===== config.mk =====
export PLATFORM = sky130hd
export DESIGN_NAME = fpu_issue_queue
export DESIGN_NICKNAME = d
export VERILOG_FILES = /design/src/rtl/fpu_issue_queue.sv
export SDC_FILE = /design/constraint.sdc
export NUM_CORES = 1
export LEC_CHECK = 0
export CAP_MARGIN = 10
export CORE_MARGIN = 2
export CORE_UTILIZATION = 45
export CTS_CLUSTER_DIAMETER = 40
export CTS_CLUSTER_SIZE = 24
export DETAILED_ROUTE_END_ITERATION = 10
export PLACE_DENSITY = 0.74
export SLEW_MARGIN = 20
export SYNTH_ARGS = -nofsm -noshare
export SYNTH_HDL_FRONTEND = slang
export SYNTH_SLANG_ARGS = --single-unit

===== constraint.sdc =====
create_clock -name clk -period 6 [get_ports clk]
set_input_delay 0.6 -clock clk [delete_from_list [all_inputs] [get_ports clk]]
set_output_delay 0.6 -clock clk [all_outputs]
set_load 0.01 [all_outputs]

===== src/rtl/fpu_issue_queue.sv =====
// fpu_issue_queue: small in-order FIFO between FP decode and the FPU.
// The head entry is presented combinationally to the FPU. It is held while the
// FPU reports a hazard on it, and it is popped in the same cycle that is_legl is high.
// Cycles stalled by a hazard on a valid head are counted in a saturating counter.
module fpu_issue_queue #(
    parameter int DEPTH  = 4,
    parameter int ADDR_W = 2
) (
    input  logic              clk,
    input  logic              rstn,
    input  logic              flush,
    input  logic              in_valid,
    output logic              in_ready,
    input  logic [31:0]       in_inst,
    input  logic [31:0]       in_ival,
    input  logic              hazard,
    output logic              is_legl,
    output logic [31:0]       inst,
    output logic [31:0]       from_intreg,
    output logic [ADDR_W:0]   count,
    output logic              issued,
    output logic [31:0]       stall_cnt
);

    localparam logic [ADDR_W:0] FULL_COUNT = (ADDR_W + 1)'(DEPTH);

    logic [63:0]       mem [DEPTH];
    logic [ADDR_W-1:0] wr_ptr;
    logic [ADDR_W-1:0] rd_ptr;
    logic              not_empty;
    logic              push;
    logic              pop;

    // Full/empty come from registered occupancy only, so in_ready has no path from hazard.
    assign not_empty = (count != '0);
    assign in_ready  = (count != FULL_COUNT);
    assign push      = in_valid & in_ready & ~flush;
    assign pop       = not_empty & ~hazard & ~flush;
    assign is_legl   = pop;
    assign issued    = pop;

    // Present the head entry, or zeros when nothing is queued.
    always_comb begin
        // NOTE: every output of a combinational block gets a default first so no latch is inferred.
        inst        = 32'h0;
        from_intreg = 32'h0;
        if (not_empty) begin
            inst        = mem[rd_ptr][63:32];
            from_intreg = mem[rd_ptr][31:0];
        end
    end

    // Entry storage: written on an accepted push.
    // NOTE: the data array is deliberately not reset; contents are qualified by count.
    always_ff @(posedge clk) begin
        if (push) begin
            mem[wr_ptr] <= {in_inst, in_ival};
        end
    end

    // Pointers and occupancy: flush empties the queue and drops any same-cycle push.
    always_ff @(posedge clk or negedge rstn) begin
        if (!rstn) begin
            // NOTE: sequential state uses non-blocking assignments so every flop samples pre-edge values.
            wr_ptr <= '0;
            rd_ptr <= '0;
            count  <= '0;
        end else if (flush) begin
            wr_ptr <= '0;
            rd_ptr <= '0;
            count  <= '0;
        end else begin
            if (push) begin
                wr_ptr <= wr_ptr + ADDR_W'(1);
            end
            if (pop) begin
                rd_ptr <= rd_ptr + ADDR_W'(1);
            end
            case ({push, pop})
                2'b10:   count <= count + (ADDR_W + 1)'(1);
                2'b01:   count <= count - (ADDR_W + 1)'(1);
                default: count <= count;
            endcase
        end
    end

    // Saturating count of cycles where a valid head is held by a hazard; survives flush.
    always_ff @(posedge clk or negedge rstn) begin
        if (!rstn) begin
            stall_cnt <= '0;
        end else if (not_empty && hazard && (stall_cnt != 32'hFFFF_FFFF)) begin
            stall_cnt <= stall_cnt + 32'd1;
        end
    end

endmodule


; Word level (Yosys, flattened, before mapping)
; Memories as Yosys holds them, arrays and structs flattened.
; Index checks and enable logic that the tools add are counted.
[totals]
n_memories = 1
output_inout_bits = 102
ramBits = 256
register_bits = 39
[op_classes]
eq_ne = 4
addsub = 5
bitwise = 6
mux = 10
n_reduce_logical = 6
[mem_list]
columns = name, depth, width, read_ports, rd_clocked_by_memory_dff, write_ports, line_no
row1 = mem, 4, 64, 1, 0, 1, 27  ; logic [63:0] mem [DEPTH];
[ops]
columns = cell, n
row1 = 2-to-1 mux 32 bit, 2
row2 = "adder 32 x 1 -> 32 bit, second input constant", 1
row3 = "inequality test 32 bit, second input constant", 1
row4 = 2-to-1 mux 2 bit, 4
row5 = one-hot mux 3 bit (2 select lines), 1
row6 = nonzero test 3 bit, 2
row7 = "adder 2 x 1 -> 2 bit, second input constant", 2
row8 = AND 1 bit, 4
row9 = nonzero test 2 bit, 2
row10 = "adder 3 x 1 -> 3 bit, second input constant", 1
row11 = 2-to-1 mux 3 bit, 1
row12 = "inequality test 3 bit, second input constant", 1
row13 = "subtractor 3 x 1 -> 3 bit, second input constant", 1
row14 = "== test 2 x 1 -> 1 bit, second input constant", 1
row15 = "== test 2 bit, second input constant", 1
row16 = logical AND 1 bit, 2
row17 = 2-to-1 mux 1 bit, 2
row18 = NOT 1 bit, 2

; Longest topological paths before layout
; Gate-level depths: netlist of the first run.
[logic_depth]
depth_word = 6
depth_mapped = 9

; Worst setup path before layout of the first run
; No wires, ideal clock.
[synth_timing]
path_type = register -> register
from = register count[2]
to = memory mem[0][0] (enable)
path_slack_ns = 2.840
stages_incl_launch_ff = 6
required_time_ns = 5.571
period_less_slack_ns = 3.160
arrival_ns = 2.731
path_cell_list = dfrtp_1 > or3b_2 > clkbuf_1 > nand2_1 > nor2_1 > and2_1
[synth_via]
elab_chain_cells = 5
[synth_lines]
columns = element, line_no
row1 = start: declaration, 20  ; output logic [ADDR_W:0] count,
row2 = start signal: assignment, 80  ; 2'b10: count <= count + (ADDR_W + 1)'(1);
row3 = start signal: assignment, 81  ; 2'b01: count <= count - (ADDR_W + 1)'(1);
row4 = start signal: assignment, 82  ; default: count <= count;
row5 = inequality test 3 bit, 36  ; assign in_ready = (count != FULL_COUNT);
row6 = via in_ready, 13  ; output logic in_ready,
row7 = AND 1 bit (2 in series), 37  ; assign push = in_valid & in_ready & ~flush;
row8 = 2-to-1 mux 1 bit, 56  ; if (push) begin
row9 = 2-to-1 mux 1 bit (not written as such), 57  ; mem[wr_ptr] <= {in_inst, in_ival};
row10 = end: declaration, 27
; The timed path passes the listed nets, and every way through them passes these cells.

; Final worst setup path of the first run
[layout_timing]
from = register rd_ptr[1]
to = output from_intreg[0]
[layout_via]
elab_chain_cells = 2
[layout_lines]
columns = element, line_no
row1 = start: declaration, 29  ; logic [ADDR_W-1:0] rd_ptr;
row2 = start signal: assignment, 77  ; rd_ptr <= rd_ptr + ADDR_W'(1);
row3 = memory read (4 x 64 bit), n/a
row4 = 2-to-1 mux 32 bit, 47  ; if (not_empty) begin
row5 = end: declaration, 19  ; output logic [31:0] from_intreg,
; No other way between the ends.

==> reports/results.ini, run 1 <==
[run_status]
outcome=complete, no violations

[detailed_routing]
wl_per_cell_microns=20.02
drt_wl_total_microns=23310
first_pass_iters=4
drtAntennaViolNets=0
drtIter0Drc=468
vias=6205
via_per_inst=5.331
drc=0

[cts]
clkLatencyLatePin_ns=0.51
cts_htree_levels=2
cts_resized=0
numClockSinks=295
cts_setup_buffers=0
cts_made_buffers=37
cts_tree=yes
root_buffer=clkbuf_16
cts_buffer_depth=3
hold_buffers=0
clk_pin_slew_worst_paths_ns=0.06

[die]
start_util_pct=45.44
rows=59
coreArea_sq_um=25760
die-area_sq_um=27320
die_h_microns=165.3
ios=171
die_w_microns=165.3

[sta]
max_freq_ghz=0.2698
finalWorstSetupSlack_ns=2.293
finalClockSkew_ns=0.01971
maxSlewViolCount=0
grt_setup_unrepaired=false
hold_viol_final=0
worstMarginPinSlew_ns=1.023
min_period_ns=3.707
maxSlewHeadroom_pct=31.80
tns_ns=0
final-setup-viol-count=0
min_period_over_period_pct=61.78

[logic_synthesis]
synth_cells=612
netlist_area_sq_um=11710
synth-warning-count=0
synthFlopType=edfxtp_1
synth.largest_area_cell=edfxtp_1
synth_common_cells=edfxtp_1 (256), nor2b_1 (65), mux4_2 (64), dfrtp_1 (39), xnor2_1 (28)
post_synth.cell_area_avg_sq_um=19.13
synth_edf_count=256
synth_nets=687
synth_area_leaders=edfxtp_1 (66%), mux4_2 (12%), dfrtp_1 (8.3%), nor2b_1 (3.5%), xnor2_1 (2.1%)
yosysUniqueCellTypes=40
ys_async_sr_fraction_pct=13.22
yosysMostFrequentCell=edfxtp_1
synth_top_area_share_pct=65.67
synth-seq-area-share_pct=74.01
synth-seq-cells=295

[global_route]
overflow=0
grt_pass1_vias=6498
grt_pass1_wl_microns=36270
grt_max_degree=65
grt.total_usage_pct=17.50
antenna_found_initial=0

[place]
dp_hpwl_microns=13800
placed_area_sq_um=13780
dp_slack_ns=2.746
port_buffers=170
dp_cells=1096
routabilityCongestion=0.7934

[cells_and_area]
final_nets=875
drive_above_1_share_pct=17.37
final_area_sq_um=15110
diodes=0
area_growth_pct=29.04
final_cells=1164

[setup_path]
worstPathArrival_ns=3.11
cp-end-kind=output pin
worst-setup-path-type=flip-flop to output pin
worstPathRequired_ns=5.40
cp_max_fo=33
cp_cell_sequence=buf_4 > mux4_2 > nor2b_1 > clkdlybuf4s50_1
slowest_delay_ns=0.94
cpMaxStageDelayCell=dfrtp_2
cp-start-kind=flip-flop

[power_and_ir_drop]
leakagePower_uw=0.004982
power-per-cell-area_nw_per_um2=443.7
ir_drop_mv=0.3073

[flow_run]
cap_violations=0

[min_path]
worstHoldPathType=flip-flop to flip-flop

metrics by stage:
stage	power (uW)	hold WS [ns]	util, %
2_1_floorplan	3512	0.3044	-
3_3_place_gp	4439	0.4881	53.50
3_5_place_dp	4446	0.4961	53.50
4_1_cts	6794	0.5027	58.63
5_1_grt	7005	0.5147	58.63
6_report	6703	0.5008	58.63
critical path: cells and delay by family, from the launching register on:
family                 cells  cell delay, ns
AND/OR/NAND/NOR            1            0.16
buffers and inverters      2            1.09
multiplexers               1            0.41
flip-flops                 1            0.94
power breakdown:
| part | internal (uW) | total [uW] | switching (uW) |
|---|---|---|---|
| Combinational | 1020 | 1850 | 833 |
| Clock | 1470 | 2330 | 858 |
| Sequential | 2390 | 2530 | 140 |
| Total | 4870 | 6700 | 1830 |
registers in the layout, indices dropped and copies added (netlist names):
register   count
stall_cnt     32
count          3
wr_ptr         2
mem          256
rd_ptr         2
placed cells by master (no fill, tap or decap), types with 2 or more instances in the layout:
cell type	count
and3_1	8
clkdlybuf4s50_1	170
nand4_1	15
a21oi_1	4
xor2_1	6
ha_1	5
clkbuf_16	39
nor3_1	3
xnor2_1	28
and2_1	2
clkbuf_1	2
nor4_1	5
inv_6	7
and4_1	4
mux4_2	64
dfrtp_1	37
bufinv_16	6
nor2b_1	65
nand3b_1	3
buf_4	5
clkinv_4	3
and2_4	4
clkinv_1	5
inv_8	3
clkinv_2	2
edfxtp_1	256
nand3_1	21
nor2_1	17
nand2_1	16
inv_1	3
final cells by class:
type,count,area (sq um)
multi-input combinational,287,2927
clock buffer,41,983.4
sequential,295,8668
timing repair buffer,176,1759
tap,335,419.2
inverter,3,11.26
clock inverter,27,337.8
fill,1888,10660
cell families after synthesis:
logic type / after synthesis / share of synthesized area [%]
AO/OA/AOI/OAI: 10 / 0.6199
XOR/XNOR: 34 / 2.544
adder cells (fa/ha/maj): 6 / 0.7054
buffers and inverters: 30 / 1.122
flip-flops: 295 / 74.01
multiplexers: 66 / 12.49
AND/OR/NAND/NOR: 171 / 8.508
layer usage:
| metal | up-vias | routed length, microns | global-route usage [%] | part of all wire [%] |
|---|---|---|---|---|
| met3 | 30 | 1946 | 5.719 | 8.3 |
| met1 | 3175 | 9509 | 22.86 | 41 |
| met4 | 0 | 354 | 4.663 | 1.5 |
| met2 | 189 | 11500 | 28.52 | 49 |
| met5 | - | 0 | 0 | 0 |
| li1 | 2811 | - | - | - |
final timing paths:
check | slack, ns | end | cells after the start | startpoint
max | 2.29 | from_intreg[0] | 4 | rd_ptr[1]$_DFFE_PN0P_
max in group asynchronous | 5.08 | rd_ptr[0]$_DFFE_PN0P_ | 2 | rstn
min | 0.50 | stall_cnt[18]$_DFFE_PN0P_ | 1 | stall_cnt[18]$_DFFE_PN0P_
min reg2reg | 0.50 | stall_cnt[18]$_DFFE_PN0P_ | 1 | stall_cnt[18]$_DFFE_PN0P_
max reg2reg | 2.83 | count[2]$_DFFE_PN0P_ | 9 | count[1]$_DFFE_PN0P_
min in group asynchronous | 0.54 | stall_cnt[20]$_DFFE_PN0P_ | 2 | rstn
Power figures use the tool's default switching activity.
==> run 2, diff against run 1 <==
clock period = 3.8 ns   (was 6 ns; I/O delays follow)
==> run 2 against run 1 <==
Compared with the run above: non-clock buffer count up 4; sequential cell count unchanged; first-iteration DRC count down 29%; critical path depth unchanged; register-to-register slack worse by 1.5 ns; critical path type unchanged; highest routed layer unchanged.
==> reports/results.ini, run 2 (synthesis results as in run 1) <==
[sta]
max_freq_ghz=0.3143
min_period_ns=3.182
worstMarginPinSlew_ns=0.9884  ; -0.03464 ns
final-setup-viol-count=0  ; unchanged
tns_ns=0  ; unchanged
fin_hold_ws_ns=0.3219  ; -0.1789 ns
maxSlewViolCount=0  ; unchanged
grt_setup_unrepaired=false
hold_viol_final=0  ; unchanged
min_period_over_period_pct=83.74
finalClockSkew_ns=0.01919  ; -0.0005225 ns
finalWorstSetupSlack_ns=0.6179  ; -1.676 ns
maxSlewHeadroom_pct=34.11  ; +2.3 points

[die]
coreArea_sq_um=25760  ; unchanged
die_w_microns=165.3  ; unchanged
rows=59  ; unchanged
start_util_pct=45.44  ; unchanged
ios=171  ; unchanged
die-area_sq_um=27320  ; unchanged
die_h_microns=165.3  ; unchanged

[global_route]
grt.total_usage_pct=18.21  ; +0.71 points
grt_max_degree=65  ; unchanged
overflow=0  ; unchanged
grt_pass1_wl_microns=37120  ; +2.3%
antenna_found_initial=0  ; unchanged
grt_pass1_vias=6569  ; +1.1%

[place]
routabilityCongestion=0.7766  ; -2.1%
dp_slack_ns=1.115  ; -1.631 ns
dp_hpwl_microns=14670  ; +6.3%
port_buffers=170  ; unchanged

[cells_and_area]
final_core_util_pct=58.98  ; +0.34 points
mostFrequentLayoutCell=edfxtp_1
reg_top3=mem (256), stall_cnt (32), count (3)
largest_register_ffs=256  ; unchanged
final_nets=880  ; +0.57%
fillCellCount=1898  ; +0.53%
diodes=0  ; unchanged
multi_input_area_sq_um=2927  ; unchanged
largest-register=mem
seq_area_sq_um=8668  ; unchanged
final_cell_mix=edfxtp_1 (256), clkdlybuf4s50_1 (170), nor2b_1 (65)
drive_above_1_share_pct=18.11  ; +0.74 points
area_growth_pct=29.80

[cts]
cts_tree=yes
clk_pin_slew_worst_paths_ns=0.06  ; about the same
hold_buffers=0  ; unchanged
cts_setup_buffers=0  ; unchanged
root_buffer=clkbuf_16
cts_resized=0  ; unchanged
clkLatencyLatePin_ns=0.52  ; about the same
cts_htree_levels=2  ; unchanged
numClockSinks=295  ; unchanged
cts_buffer_depth=3  ; unchanged
cts_made_buffers=38  ; +2.7%

[detailed_routing]
drtIter0Drc=331  ; -29%
via_per_inst=5.339  ; +0.15%
first_pass_iters=5  ; +1
drt_wl_total_microns=24310  ; +4.3%
drtAntennaViolNets=0  ; unchanged
wl_per_cell_microns=20.80  ; +3.9%
vias=6241  ; +0.58%
drc=0  ; unchanged

[power_and_ir_drop]
power-per-cell-area_nw_per_um2=703.8  ; +59%
sw_frac_of_total_pct=27.40  ; +0.080 points
ir_drop_mv=0.4783  ; +56%
power_uw=10690  ; +60%
leakagePower_uw=0.005005  ; +0.48%
power_frac_seq_pct=37.3  ; -0.4 points
clkPwrFrac_pct=35.1  ; +0.4 points
pwr-share-comb_pct=27.6  ; about the same
internal_power_uw=7764  ; +59%
p_sw_uw=2931  ; +60%

[run_status]
outcome=complete, no violations

[setup_path]
worstPathRequired_ns=3.42  ; -1.98 ns
worstPathArrival_ns=2.80  ; -0.31 ns
cpMaxStageDelayCell=dfrtp_4
cp-end-kind=output pin
cp_max_fo=25  ; -24%
cp_cell_sequence=buf_12 > mux4_2 > nor2b_1 > clkdlybuf4s50_1
worst-setup-path-type=flip-flop to output pin
cp-start-kind=flip-flop
cp_num_buf_inv=2  ; unchanged
slowest_delay_ns=0.78  ; -0.16 ns
worstSetupStartpoint=rd_ptr[0]$_DFFE_PN0P_
reg2reg_from=count[0]$_DFFE_PN0P_
crit_family=buffers and inverters

[min_path]
worstHoldPathType=input pin to asynchronous set/reset pin

[flow_run]
cap_violations=0  ; unchanged

-- run 2: changes by cell type in the layout (fill, tap and decap cells not counted), sizes merged --
cell      change
buf           +4
clkbuf        +4
clkinv        -4
clkinvlp      +4
inv           -3
-- run 2: metrics by stage --
stage / area, sq um / cells
6_report: 15190 / 1169
5_1_grt: 15190 / 1169
4_1_cts: 15190 / 1169
3_5_place_dp: 13840 / 1100
3_3_place_gp: 13840 / 1100
2_1_floorplan: 11710 / 612
-- run 2: power groups by stage --
stage,Clock [uW],Combinational (uW),Sequential [uW]
6_report,3750,2950,3990
4_1_cts,3800,3010,4000
5_1_grt,3950,3180,4030
3_5_place_dp,0,2970,4060
3_3_place_gp,0,2970,4050
2_1_floorplan,0,1600,3950
-- run 2: area by class of cell --
type / instances / area share [%]
Clock inverter: 24 / 2.215
Timing Repair Buffer: 180 / 11.94
Tap cell: 335 / 2.759
Sequential cell: 295 / 57.05
Inverter: 3 / 0.07411
Clock buffer: 45 / 6.703
Multi-Input combinational cell: 287 / 19.26
-- run 2: path summary, 6_finish.rpt --
kind                                        endpoint  slack, ns  cells past startpoint
setup / recovery                      from_intreg[1]       0.62                      4
setup reg to reg                mem[0][62]$_DFFE_PP_       1.33                      4
min in group clk                mem[0][21]$_DFFE_PP_       0.50                      1
hold / removal                 rd_ptr[1]$_DFFE_PN0P_       0.32                      2
max in group asynchronous      rd_ptr[0]$_DFFE_PN0P_       3.09                      2
hold reg to reg            stall_cnt[18]$_DFFE_PN0P_       0.50                      1
-- run 2: layer usage --
layer  routed length [microns]  vias up  global-route usage (%)
met4                       684        0                   6.230
li1                          -     2819                       -
met3                      1594       46                   3.721
met2                     11610      249                   29.19
met5                         0        -                       0
met1                     10420     3127                   25.17
